<file path="src/rtl/rbcp_reg_pkg.sv">
// Shared constants and types for the SiTCP RBCP register responder.
package rbcp_reg_pkg;

    localparam int unsigned OFS_ID0      = 0;
    localparam int unsigned OFS_ID1      = 1;
    localparam int unsigned OFS_ID2      = 2;
    localparam int unsigned OFS_ID3      = 3;
    localparam int unsigned OFS_CTRL     = 4;
    localparam int unsigned OFS_PULSE    = 5;
    localparam int unsigned OFS_STAT_H   = 6;
    localparam int unsigned OFS_STAT_L   = 7;
    localparam int unsigned OFS_GP_FIRST = 8;

    localparam logic [31:0] DEFAULT_ID = 32'h5346_4350;

    typedef enum logic [1:0] {
        IDLE = 2'd0,
        EXEC = 2'd1,
        ACK  = 2'd2
    } rbcp_state_t;

    // Request captured from the bus when a strobe is accepted.
    typedef struct packed {
        logic [7:0] wd;
        logic       is_wr;
        logic       is_rd;
    } rbcp_req_t;

endpackage

</file>
<file path="src/rtl/rbcp_reg_slave.sv">
// RBCP register slave: decodes SiTCP byte strobes into a small slow-control
// register file and answers each accepted strobe with a fixed 2-cycle ACK.
module rbcp_reg_slave
    import rbcp_reg_pkg::*;
#(
    parameter logic [31:0] BASE_ADDR = 32'h0000_0000,
    parameter int unsigned REG_NUM   = 32,
    parameter logic [31:0] ID_VALUE  = DEFAULT_ID
) (
    input  logic                     CLK,
    input  logic                     RSTn,
    input  logic                     RBCP_ACT,
    input  logic [31:0]              RBCP_ADDR,
    input  logic                     RBCP_WE,
    input  logic [7:0]               RBCP_WD,
    input  logic                     RBCP_RE,
    output logic                     RBCP_ACK,
    output logic [7:0]               RBCP_RD,
    input  logic [15:0]              STATUS_IN,
    output logic [7:0]               CTRL_OUT,
    output logic [7:0]               PULSE_OUT,
    output logic [8*(REG_NUM-8)-1:0] REG_OUT
);

    localparam int unsigned AW     = $clog2(REG_NUM);
    localparam int unsigned GP_NUM = REG_NUM - OFS_GP_FIRST;

    rbcp_state_t state_q, state_d;
    rbcp_req_t   req_q, req_d;
    logic [AW-1:0] ofs_q, ofs_d;
    logic        ack_q, ack_d;
    logic [7:0]  rd_q, rd_d;
    logic [7:0]  ctrl_q, ctrl_d;
    logic [7:0]  pulse_q, pulse_d;
    logic        perr_q, perr_d;
    logic [15:0] status_q;
    logic [7:0]  gp_q [GP_NUM];
    logic        gp_we_c;
    logic        hit_c;
    logic [7:0]  rd_val_c;

    assign hit_c = RBCP_ACT && (RBCP_WE || RBCP_RE)
                   && (RBCP_ADDR[31:AW] == BASE_ADDR[31:AW]);

    // Read mux; a write in the same transaction is forwarded to the read.
    always_comb begin
        rd_val_c = 8'h00;
        case (ofs_q)
            AW'(OFS_ID0):    rd_val_c = ID_VALUE[31:24];
            AW'(OFS_ID1):    rd_val_c = ID_VALUE[23:16];
            AW'(OFS_ID2):    rd_val_c = ID_VALUE[15:8];
            AW'(OFS_ID3):    rd_val_c = ID_VALUE[7:0];
            AW'(OFS_CTRL):   rd_val_c = req_q.is_wr ? req_q.wd : ctrl_q;
            AW'(OFS_PULSE):  rd_val_c = {7'b000_0000, perr_q};
            AW'(OFS_STAT_H): rd_val_c = status_q[15:8];
            AW'(OFS_STAT_L): rd_val_c = status_q[7:0];
            default: begin
                for (int i = 0; i < int'(GP_NUM); i++) begin
                    if (ofs_q == AW'(i + int'(OFS_GP_FIRST))) begin
                        rd_val_c = req_q.is_wr ? req_q.wd : gp_q[i];
                    end
                end
            end
        endcase
    end

    // Next-state and next-register values.
    always_comb begin
        state_d = state_q;
        req_d   = req_q;
        ofs_d   = ofs_q;
        ack_d   = 1'b0;
        rd_d    = 8'h00;
        ctrl_d  = ctrl_q;
        pulse_d = 8'h00;
        perr_d  = perr_q;
        gp_we_c = 1'b0;

        case (state_q)
            IDLE: begin
                if (hit_c) begin
                    ofs_d       = RBCP_ADDR[AW-1:0];
                    req_d.wd    = RBCP_WD;
                    req_d.is_wr = RBCP_WE;
                    req_d.is_rd = RBCP_RE;
                    if (RBCP_WE && RBCP_RE) begin
                        perr_d = 1'b1;
                    end
                    state_d = EXEC;
                end
            end
            EXEC: begin
                if (hit_c) begin
                    perr_d = 1'b1;
                end
                if (req_q.is_wr) begin
                    if (ofs_q == AW'(OFS_CTRL)) begin
                        ctrl_d = req_q.wd;
                    end
                    if (ofs_q == AW'(OFS_PULSE)) begin
                        pulse_d = req_q.wd;
                    end
                    if (ofs_q >= AW'(OFS_GP_FIRST)) begin
                        gp_we_c = 1'b1;
                    end
                end
                // A dropped transaction still commits its write but is not acknowledged.
                if (RBCP_ACT) begin
                    ack_d   = 1'b1;
                    rd_d    = req_q.is_rd ? rd_val_c : 8'h00;
                    state_d = ACK;
                end else begin
                    state_d = IDLE;
                end
            end
            ACK: begin
                if (hit_c) begin
                    perr_d = 1'b1;
                end
                state_d = IDLE;
            end
            default: state_d = IDLE;
        endcase
    end

    // State and register file.
    always_ff @(posedge CLK) begin
        if (!RSTn) begin
            state_q  <= IDLE;
            req_q    <= '0;
            ofs_q    <= '0;
            ack_q    <= 1'b0;
            rd_q     <= 8'h00;
            ctrl_q   <= 8'h00;
            pulse_q  <= 8'h00;
            perr_q   <= 1'b0;
            status_q <= 16'h0000;
            for (int i = 0; i < int'(GP_NUM); i++) begin
                gp_q[i] <= 8'h00;
            end
        end else begin
            state_q  <= state_d;
            req_q    <= req_d;
            ofs_q    <= ofs_d;
            ack_q    <= ack_d;
            rd_q     <= rd_d;
            ctrl_q   <= ctrl_d;
            pulse_q  <= pulse_d;
            perr_q   <= perr_d;
            status_q <= STATUS_IN;
            for (int i = 0; i < int'(GP_NUM); i++) begin
                if (gp_we_c && (ofs_q == AW'(i + int'(OFS_GP_FIRST)))) begin
                    gp_q[i] <= req_q.wd;
                end
            end
        end
    end

    assign RBCP_ACK  = ack_q;
    assign RBCP_RD   = rd_q;
    assign CTRL_OUT  = ctrl_q;
    assign PULSE_OUT = pulse_q;

    for (genvar g = 0; g < int'(GP_NUM); g++) begin : g_reg_out
        assign REG_OUT[8*g +: 8] = gp_q[g];
    end

endmodule

</file>
<file path="config.mk">
export PLATFORM = sky130hd
export DESIGN_NAME = rbcp_reg_slave
export DESIGN_NICKNAME = d
export VERILOG_FILES = /design/src/rtl/rbcp_reg_pkg.sv /design/src/rtl/rbcp_reg_slave.sv
export SDC_FILE = /design/constraint.sdc
export NUM_CORES = 1
export LEC_CHECK = 0
export ABC_CLOCK_PERIOD_IN_PS = 2200
export CAP_MARGIN = 10
export CELL_PAD_IN_SITES_DETAIL_PLACEMENT = 0
export CELL_PAD_IN_SITES_GLOBAL_PLACEMENT = 2
export CORE_MARGIN = 1
export CORE_UTILIZATION = 29
export CTS_BUF_LIST = sky130_fd_sc_hd__clkbuf_8
export DETAILED_ROUTE_END_ITERATION = 12
export PLACE_DENSITY = 0.86
export SETUP_SLACK_MARGIN = 0.1
export SLEW_MARGIN = 20
export SYNTH_ARGS = -nofsm -noshare
export SYNTH_HDL_FRONTEND = slang
export SYNTH_SLANG_ARGS = --single-unit
</file>
<file path="constraint.sdc">
create_clock -name CLK -period 2.2 [get_ports CLK]
set_clock_uncertainty 0.05 [all_clocks]
set_input_delay 0.22 -clock CLK [delete_from_list [all_inputs] [get_ports CLK]]
set_output_delay 0.22 -clock CLK [all_outputs]
set_load 0.01 [all_outputs]
</file>
After elaboration in Yosys (flattened, before gate mapping)
Memories as Yosys holds them, arrays and structs flattened.
Index checks and enable logic that the tools add are counted.
{"block": "totals", "mem_bits_rw": 192, "latchBits": 0, "output_inout_bits": 217, "elab_cells": 270, "ff_bits": 59, "inputBits": 61, "memories": 1, "mem_bits_ro": 0}
{"block": "classes", "shift": 0, "reduce_logical": 39, "n_lt_le_gt_ge": 1, "bitwise_logic": 24, "n_div": 0, "n_mul": 0, "mux": 158, "n_eq_ne": 36, "add_sub_neg": 0}
{"name": "gp_q", "depth": 24, "width": 8, "rd": 24, "rd_clocked_by_memory_dff": 0, "write_ports": 24, "line_no": "rbcp_reg_slave.sv:37", "text": "logic [7:0] gp_q [GP_NUM];"}
{"op": "$mux 8", "count": 73}
{"op": "$eq 5x5->1 const B", "count": 16}
{"op": "$mux 1", "count": 80}
{"op": "$pmux 8 s8", "count": 1}
{"op": "$eq 5x4->1 const B", "count": 8}
{"op": "$logic_and 1x1->1", "count": 27}
{"op": "$logic_not 27->1", "count": 1}
{"op": "$or 1x1->1", "count": 24}
{"op": "$eq 5x3->1 const B", "count": 4}
{"op": "$reduce_and 4->1", "count": 3}
{"op": "$eq 5x2->1 const B", "count": 2}
{"op": "$eq 5x1->1 const B", "count": 1}
{"op": "$ge 5x4->1 const B", "count": 1}
{"op": "$logic_not 5->1", "count": 1}
{"op": "$mux 2", "count": 2}
{"op": "$ne 2x2->1 const B", "count": 2}
{"op": "$pmux 2 s2", "count": 1}
{"op": "$reduce_and 2->1", "count": 2}
{"op": "$reduce_and 3->1", "count": 1}
{"op": "$eq 2x1->1 const B", "count": 1}
{"op": "$eq 2x2->1 const B", "count": 1}
{"op": "$logic_not 2->1", "count": 1}
{"op": "$ne 2x1->1 const B", "count": 1}
{"op": "$pmux 1 s2", "count": 1}
{"op": "other kinds (3)", "count": 3}

Logic depth before layout (Yosys ltp)
{"block": "logic_depth", "depth_word": 26, "depth_mapped": 10, "mapped_depth_nobuf": 8}

Worst setup path before layout
No wires, ideal clock.
{"block": "synth_path", "kind": "flip-flop to flip-flop", "from": "reg req_q[1] (netlist name)", "to": "mem gp_q[10][0], in the netlist gp_q[1][16], enable pin", "synth_period_minus_slack_ps": 2329, "t_arrival_ps": 1950, "path_slack_ps": -129, "t_required_ps": 1821, "path_buffers": 5, "setup_ps": 329, "stages_incl_launch_ff": 9, "cell_sequence": "dfxtp_1 -> buf_2 -> buf_2 -> clkbuf_1 -> and2_1 -> clkbuf_1 -> clkbuf_1 -> nand2_1 -> nand2_1"}
{"element": "start: declaration", "line_no": "rbcp_reg_slave.sv:29", "text": "rbcp_req_t req_q, req_d;"}
{"element": "start signal: assignment", "line_no": "rbcp_reg_slave.sv:143", "text": "req_q <= req_d;"}
{"element": "end: declaration", "line_no": "rbcp_reg_slave.sv:37"}

Worst setup path in the final report
{"block": "layout_path", "from": "reg ofs_q[2]", "to": "reg rd_q[3], in the netlist RBCP_RD[3]"}
{"block": "layout_via", "elab_chain_len": 26, "word_cells_on_any_way": 57, "cone_classes": "eq/ne: 31; mux: 25; reduce/logical: 1"}
{"element": "start: declaration", "line_no": "rbcp_reg_slave.sv:30", "text": "logic [AW-1:0] ofs_q, ofs_d;"}
{"element": "start signal: assignment", "line_no": "rbcp_reg_slave.sv:144", "text": "ofs_q <= ofs_d;"}
{"element": "$eq 5x4->1", "line_no": "rbcp_reg_slave.sv:59", "text": "if (ofs_q == AW'(i + int'(OFS_GP_FIRST))) begin"}
{"element": "$mux 8 (24 in a row)", "line_no": "rbcp_reg_slave.sv:59"}
{"element": "$pmux 8 s8 *", "line_no": "rbcp_reg_slave.sv:48", "text": "case (ofs_q)"}
{"element": "end signal: assignment", "line_no": "rbcp_reg_slave.sv:146", "text": "rd_q <= rd_d;"}
{"element": "end: declaration", "line_no": "rbcp_reg_slave.sv:32", "text": "logic [7:0] rd_q, rd_d;"}
Every way passes the cells marked *; elsewhere a longest branch is shown, timed or not.
A chain may end at the register's enable or synchronous reset.

==> results.ini <==
[run_status]
status = finished, violations left
violations = negative setup slack

[critical_path]
timing.rr.end = RBCP_RD[3]
cp-start-kind = flop
path_buf_inv = 3
reg2reg_from = ofs_q[2]
critPathTopFamily = compound AO/OA/AOI/OAI gates
end_kind = flop
crit_top_cell = buf_6
critPathMaxStageDelay_ns = 0.44
path_class = reg -> reg
r2r_cells = 10
crit_arrival_ns = 2.94
worstPathMaxFanout = 6
cp.required_ns = 2.65
critPathSlowestCell = or3_4
crit_chain = buf_6 -> buf_6 -> nand3b_1 -> or3_4 -> a21oi_2 -> o31ai_2 -> a2111oi_2 -> o41ai_2 -> buf_4 -> o2bb2ai_2
rrSetupSlack_ns = -0.29

[timing]
fin_hold_ws_ns = 0.0352
period_minus_slack_ns = 2.49
max_freq_ghz = 0.402
finalHoldViolCount = 0
slew_headroom_pct = 59.6
rsz0062_at_grt = true
final.setup.worst_slack_ns = -0.289
worst_pin_slew_ns = 0.604
setup_violations = 8
drv_slew = 0
fin_crit_sh_pct = 113

[clocking]
clkTransAtPathRegs_ns = 0.06
clkLatencyLatePin_ns = 0.61
clockBufferDepth = 3
h-tree-depth = 2
numCtsBuffers = 43
cts_tree = yes
cts_num_sinks = 251
postCtsHoldBufs = 0
cts_root_buf = clkbuf_8

[logic_synthesis]
synthCells = 1215
postSynth.asyncResetShare_pct = 0
yosys.area.top_type = edfxtp_1
ys_warn_count = 0
synth_area_leaders = edfxtp_1, dfxtp_1, nor2_1
synthMostInstantiatedCell = nor2_1
synth_top_area_share_pct = 47.2
synth_area_per_cell_um2 = 10.1
syn-num-nets = 1278
yosys.cell_types.count = 74
ys_top_cells_by_count = nor2_1, edfxtp_1, nand2_1
synth.cell_area_um2 = 12200
ys_seq_area_share_pct = 56.8
synth_edf_count = 192
synth_flop_cell = edfxtp_1
ys_ff_latch = 251

[final_layout]
final_util_pct = 47.9
drive_gt1_share_pct = 30.1
antennaDiodeCount = 0
fillers = 3835
final_cells = 2361
syn_to_final_growth_pct = 61.4
fin_nets = 1859

[grt]
grt_pass1_vias = 12695
grt_max_degree = 76
track_usage_pct = 28.0
grt_overflow = 0
antenna_found_initial = 1
grt_pass1_wl_um = 87600

[floorplan]
initial_core_util_pct = 29.7
die_area_um2 = 43000
fp.dieW_um = 207
io_pins = 278
rows = 74
core_um2 = 41200
die_h_um = 207

[routing]
route.vias.total = 12564
wl_per_cell_um = 26.1
first_pass_iters = 5
ant_nets = 0
drt_wl_total_um = 61600
viasPerCell = 5.32
drtIter0Drc = 1259
drc_errors = 0

[flow_run]
drv_cap = 0

[hold_path]
holdPathStages = 3
whs_endpoint = RBCP_ACK
hp-class = in -> reg
worstHoldStart = RSTn

[pwr]
power_density_nw_per_um2 = 533
p_leak_nw = 7.36
ir_worst_vdd_v = 0.000371
p_total_w = 0.0105

[placement]
dpl.hpwl_um = 47600
io_buffers = 277
place_inst = 2251
gp_congestion = 0.963

## state kept, by name, indices dropped and copies added (netlist names)
| name | flops |
|---|---|
| ofs_q | 5 |
| state_q | 2 |
| status_q | 16 |
| gp_q | 192 |
| perr_q | 1 |
| RBCP_RD | 8 |
| CTRL_OUT | 8 |
| PULSE_OUT | 8 |
| RBCP_ACK | 1 |
| req_q | 10 |
## layout by cell type, fill, tap and decap left out, types with 5 or more instances in the layout
cell             synthesis  layout
clkdlybuf4s50_1          0     276
nand2_1                129     100
o21ai_1                  2      10
inv_1                   29      45
clkinv_2                 0       8
nor2_1                 194     182
a21o_1                  12      12
mux2i_1                 32      27
nor2b_1                 25      22
buf_4                    2     293
o22ai_1                 17      15
dfxtp_4                  0       5
buf_6                    2      35
a211oi_1                11       7
nor2_2                   3       8
nand2_2                  2      23
a31oi_1                 14      13
buf_12                   0      13
a21oi_1                 87      72
clkbuf_8                 0      46
dfxtp_1                 59      53
edfxtp_1               192     192
a21boi_0                13      13
nor2_4                   2       9
nand4_1                  6       6
o211ai_1                17      17
nand2b_1                12      10
nand3b_1                 5       5
o21ai_2                  1       7
nor3_1                  18      14
nand2_4                  0       8
a21oi_2                  0      14
and2_1                  32      31
o21ai_0                 54      39
a22oi_1                  9       8
o221ai_1                12      10
nor4_1                  12       9
nand3_1                 32      30
## logic make-up (layout without fill, tap and decap cells)
logic type               count (synthesis)  after routing  share of synthesized area, %
AND/OR/NAND/NOR                        502            502                          19.3
buffers and inverters                  111            725                          3.83
multiplexers                            36             36                          2.99
adder cells (fa/ha/maj)                  2              2                         0.205
AO/OA/AOI/OAI                          313            313                          16.9
flip-flops                             251            251                          56.8
## final cells by class
type	count	area [um2]	area share, %
tap	532	666	3.38
timing repair buffer	618	5620	28.5
clock buffer	46	633	3.21
clock inverter	32	213	1.08
sequential	251	6970	35.3
multi-input combinational	853	5510	27.9
inverter	29	109	0.552
## worst max-delay path by stage
stage | depth (start not counted) | startpoint | end | slack [ns]
4_1_cts | 11 | ofs_q[1] | RBCP_RD[3] | -0.23
5_1_grt | 10 | ofs_q[2] | RBCP_RD[3] | -0.35
3_3_place_gp | 11 | ofs_q[4] | RBCP_RD[3] | -0.73
2_1_floorplan | 9 | ofs_q[1] | RBCP_RD[4] | 0.11
6_report | 10 | ofs_q[2] | RBCP_RD[3] | -0.29
3_5_place_dp | 11 | ofs_q[4] | RBCP_RD[3] | -0.88
## timing repair
item / CTS / global route
setup buffers: 21 / 12
gates resized for setup: 106 / 109
pin swaps: 28 / 40
setup endpoints to repair: 245 / 118
## per-stage QoR
step / instance area (um2) / TNS [ns] / setup WS (ns)
6_report: 19700 / -1.23 / -0.289
5_1_grt: 19700 / -1.97 / -0.348
4_1_cts: 19200 / -1.77 / -0.235
3_5_place_dp: 17800 / -15.05 / -0.876
3_3_place_gp: 17800 / -11.37 / -0.732
2_1_floorplan: 12300 / 0 / 0.110
## worst reg2reg max path, delay by kind of cell (launching register included)
kind | cells | cell delay, ns
buffers and inverters | 3 | 0.41
AND/OR/NAND/NOR | 2 | 0.64
flip-flops | 1 | 0.40
AO/OA/AOI/OAI | 5 | 0.87
## where the power goes
part	internal [W]	total [W]	leakage, nW	switching (W)
clock network	0.00229	0.00427	0.500	0.00198
registers	0.00527	0.00546	2.35	0.000189
logic	0.000447	0.000779	4.52	0.000331
total	0.00800	0.0105	7.36	0.00251
## per-layer routing
layer  wire length, um  global-route usage, %  vias to the layer above  share of wire [%]
li1                  -                      -                     5647                  -
met1             26700                   38.6                     6153                 43
met2             28400                   45.1                      686                 46
met3              5050                   4.49                       78                8.2
met4              1420                   8.65                        0                2.3
met5                 0                      0                        -                  0
(Power assumes the default switching activity.)
==> patch: new RTL, config.mk and constraints unchanged <==
`rd_q` no longer has a reset.
--- a/src/rtl/rbcp_reg_slave.sv
+++ b/src/rtl/rbcp_reg_slave.sv
@@ -132,3 +132,2 @@
             ack_q    <= 1'b0;
-            rd_q     <= 8'h00;
             ctrl_q   <= 8'h00;
@@ -145,3 +144,2 @@
             ack_q    <= ack_d;
-            rd_q     <= rd_d;
             ctrl_q   <= ctrl_d;
@@ -156,2 +154,6 @@
         end
+    end
+
+    always_ff @(posedge CLK) begin
+        rd_q <= rd_d;
     end
Check against the original RTL: differs if RSTn is asserted again (counterexample within 4 cycles, from zero or initial values and one cycle with RSTn low); with RSTn held inactive, the same outputs for 4 cycles.
==> patch against the original RTL <==
The flow still finishes with violations (negative setup slack); routed wire length decreased by 0.49%; sequential cell count unchanged; worst setup slack improved by 95 ps; global-route usage decreased by 0.12 points; design area decreased by 1.1%; power decreased by 3.7%; synthesized area increased by 0.54%; fmax increased by 4.0%; combinational power decreased by 2%.
==> patch: results (changes against the original RTL) <==
Failing checks: negative setup slack (unchanged)
Largest net degree at the start of global routing: 28 (was 76)
Placed Area: 0.0178 mm2 (about the same)
Grt met2 use: 43.5% (was 45.1%)
Vias/cell: 5.35 (was 5.32)
Setup TNS: -1060 ps (was -1230 ps)
Met3 GRT Util: 5.05% (was 4.49%)
Distinct cells, synth: 76 (was 74)
Layout cells sized above 1: 29.1% (was 30.1%)
Gr usage total: 27.9% (was 28.0%)
HPWL Detailed: 47300 um (was 47600 um)
Clock slew at reported path FFs: 70 ps
Worst-skew pair later-pin latency: 590 ps (was 610 ps)
Measured slew at the worst slew-check pin: 677 ps (was 604 ps)
WL/cell: 26.1 um (about the same)
First DRT Iteration DRCs: 1109 (was 1259)
Initial antenna violation count: 1 (unchanged)
Worst R2R End: RBCP_RD[5] (was RBCP_RD[3])
Top post-synthesis cells by area: edfxtp_1, dfxtp_1, nor2_1 (unchanged)
Syn_nets: 1278 (unchanged)
First-pass GRT wire length: 87200 um (was 87600 um)
Synth cell count leaders: nor2_1, edfxtp_1, nand2_1 (unchanged)
Layout Nets: 1840 (was 1859)
Worst VDD drop: 0.000350 V (was 0.000371 V)
Fraction of registers with async set/reset: 0% (unchanged)
Fin worst setup slack: -194 ps (was -289 ps)
Status: complete, but fails checks (unchanged)
Syn avg cell area: 10.1 um2 (about the same)
Worst Setup SP: ofs_q[0] (was ofs_q[2])
Critical-path maximum fanout: 7 (was 6)
Setup Viol. Count Final: 7 (was 8)
Dpl ws: -882 ps (was -876 ps)
Routability cong.: 0.939 (was 0.963)
Num CTS Buffers: 42 (was 43)
Sequential area share after synthesis: 56.5% (was 56.8%)
Vias in the first global route: 12900 (was 12700)
[patch: kinds of logic after synthesis]
family | share of synthesized area, %
simple gates | 19.4
compound gates | 17.0
flops | 56.5
buf+inv | 3.33
mux | 3.51
fa+ha+maj | 0.204
[patch: worst min-delay path by stage]
stage | startpoint | endpoint | slack [ps] | cells after the start
6_report | STATUS_IN[4] | status_q[4] | 170 | 2
5_1_grt | STATUS_IN[13] | status_q[13] | 160 | 2
4_1_cts | STATUS_IN[4] | status_q[4] | 130 | 2
3_5_place_dp | perr_q | perr_q | 460 | 2
3_3_place_gp | perr_q | perr_q | 450 | 2
2_1_floorplan | STATUS_IN[0] | status_q[0] | 300 | 1
[patch: power by group]
group          internal (W)  switching, W  leakage, nW  total (W)
logic              0.000443      0.000318         4.37   0.000761
registers           0.00527      0.000185         2.35    0.00546
clock network       0.00194       0.00196        0.430    0.00390
[patch: repair_timing]
item / CTS / global route
resized for setup: 136 / 65
gates cloned: 1 / 0
buffers inserted: 14 / 6
hold buffers: 0 / 0
setup endpoints to repair: 273 / 108
pin swaps: 30 / 34
[patch: cell type report]
class	instances	area [um2]
tap	539	674
timing repair buffer	595	5450
fill	3985	22300
clock buffer	43	592
multi-input combinational	869	5600
sequential	251	6970
inverter	18	67.6
antenna	2	5.00
clock inverter	30	160
[patch: worst max-delay path, stage by stage, from the launching register on]
cell and delay [ps]:
dfxtp_4 400, buf_12 140, buf_6 100, nand2b_4 50, or4_4 450, buf_6 140, o211a_1 200, o22ai_1 140
a211o_1 180, nand3_2 100, a221o_1 320
[patch: per-layer routing]
layer	vias up	part of all wire [%]	wire [um]
met5	-	0	0
met4	0	3.5	2140
met3	109	7.9	4840
met2	688	45	27500
met1	6149	44	26800
li1	5608	-	-
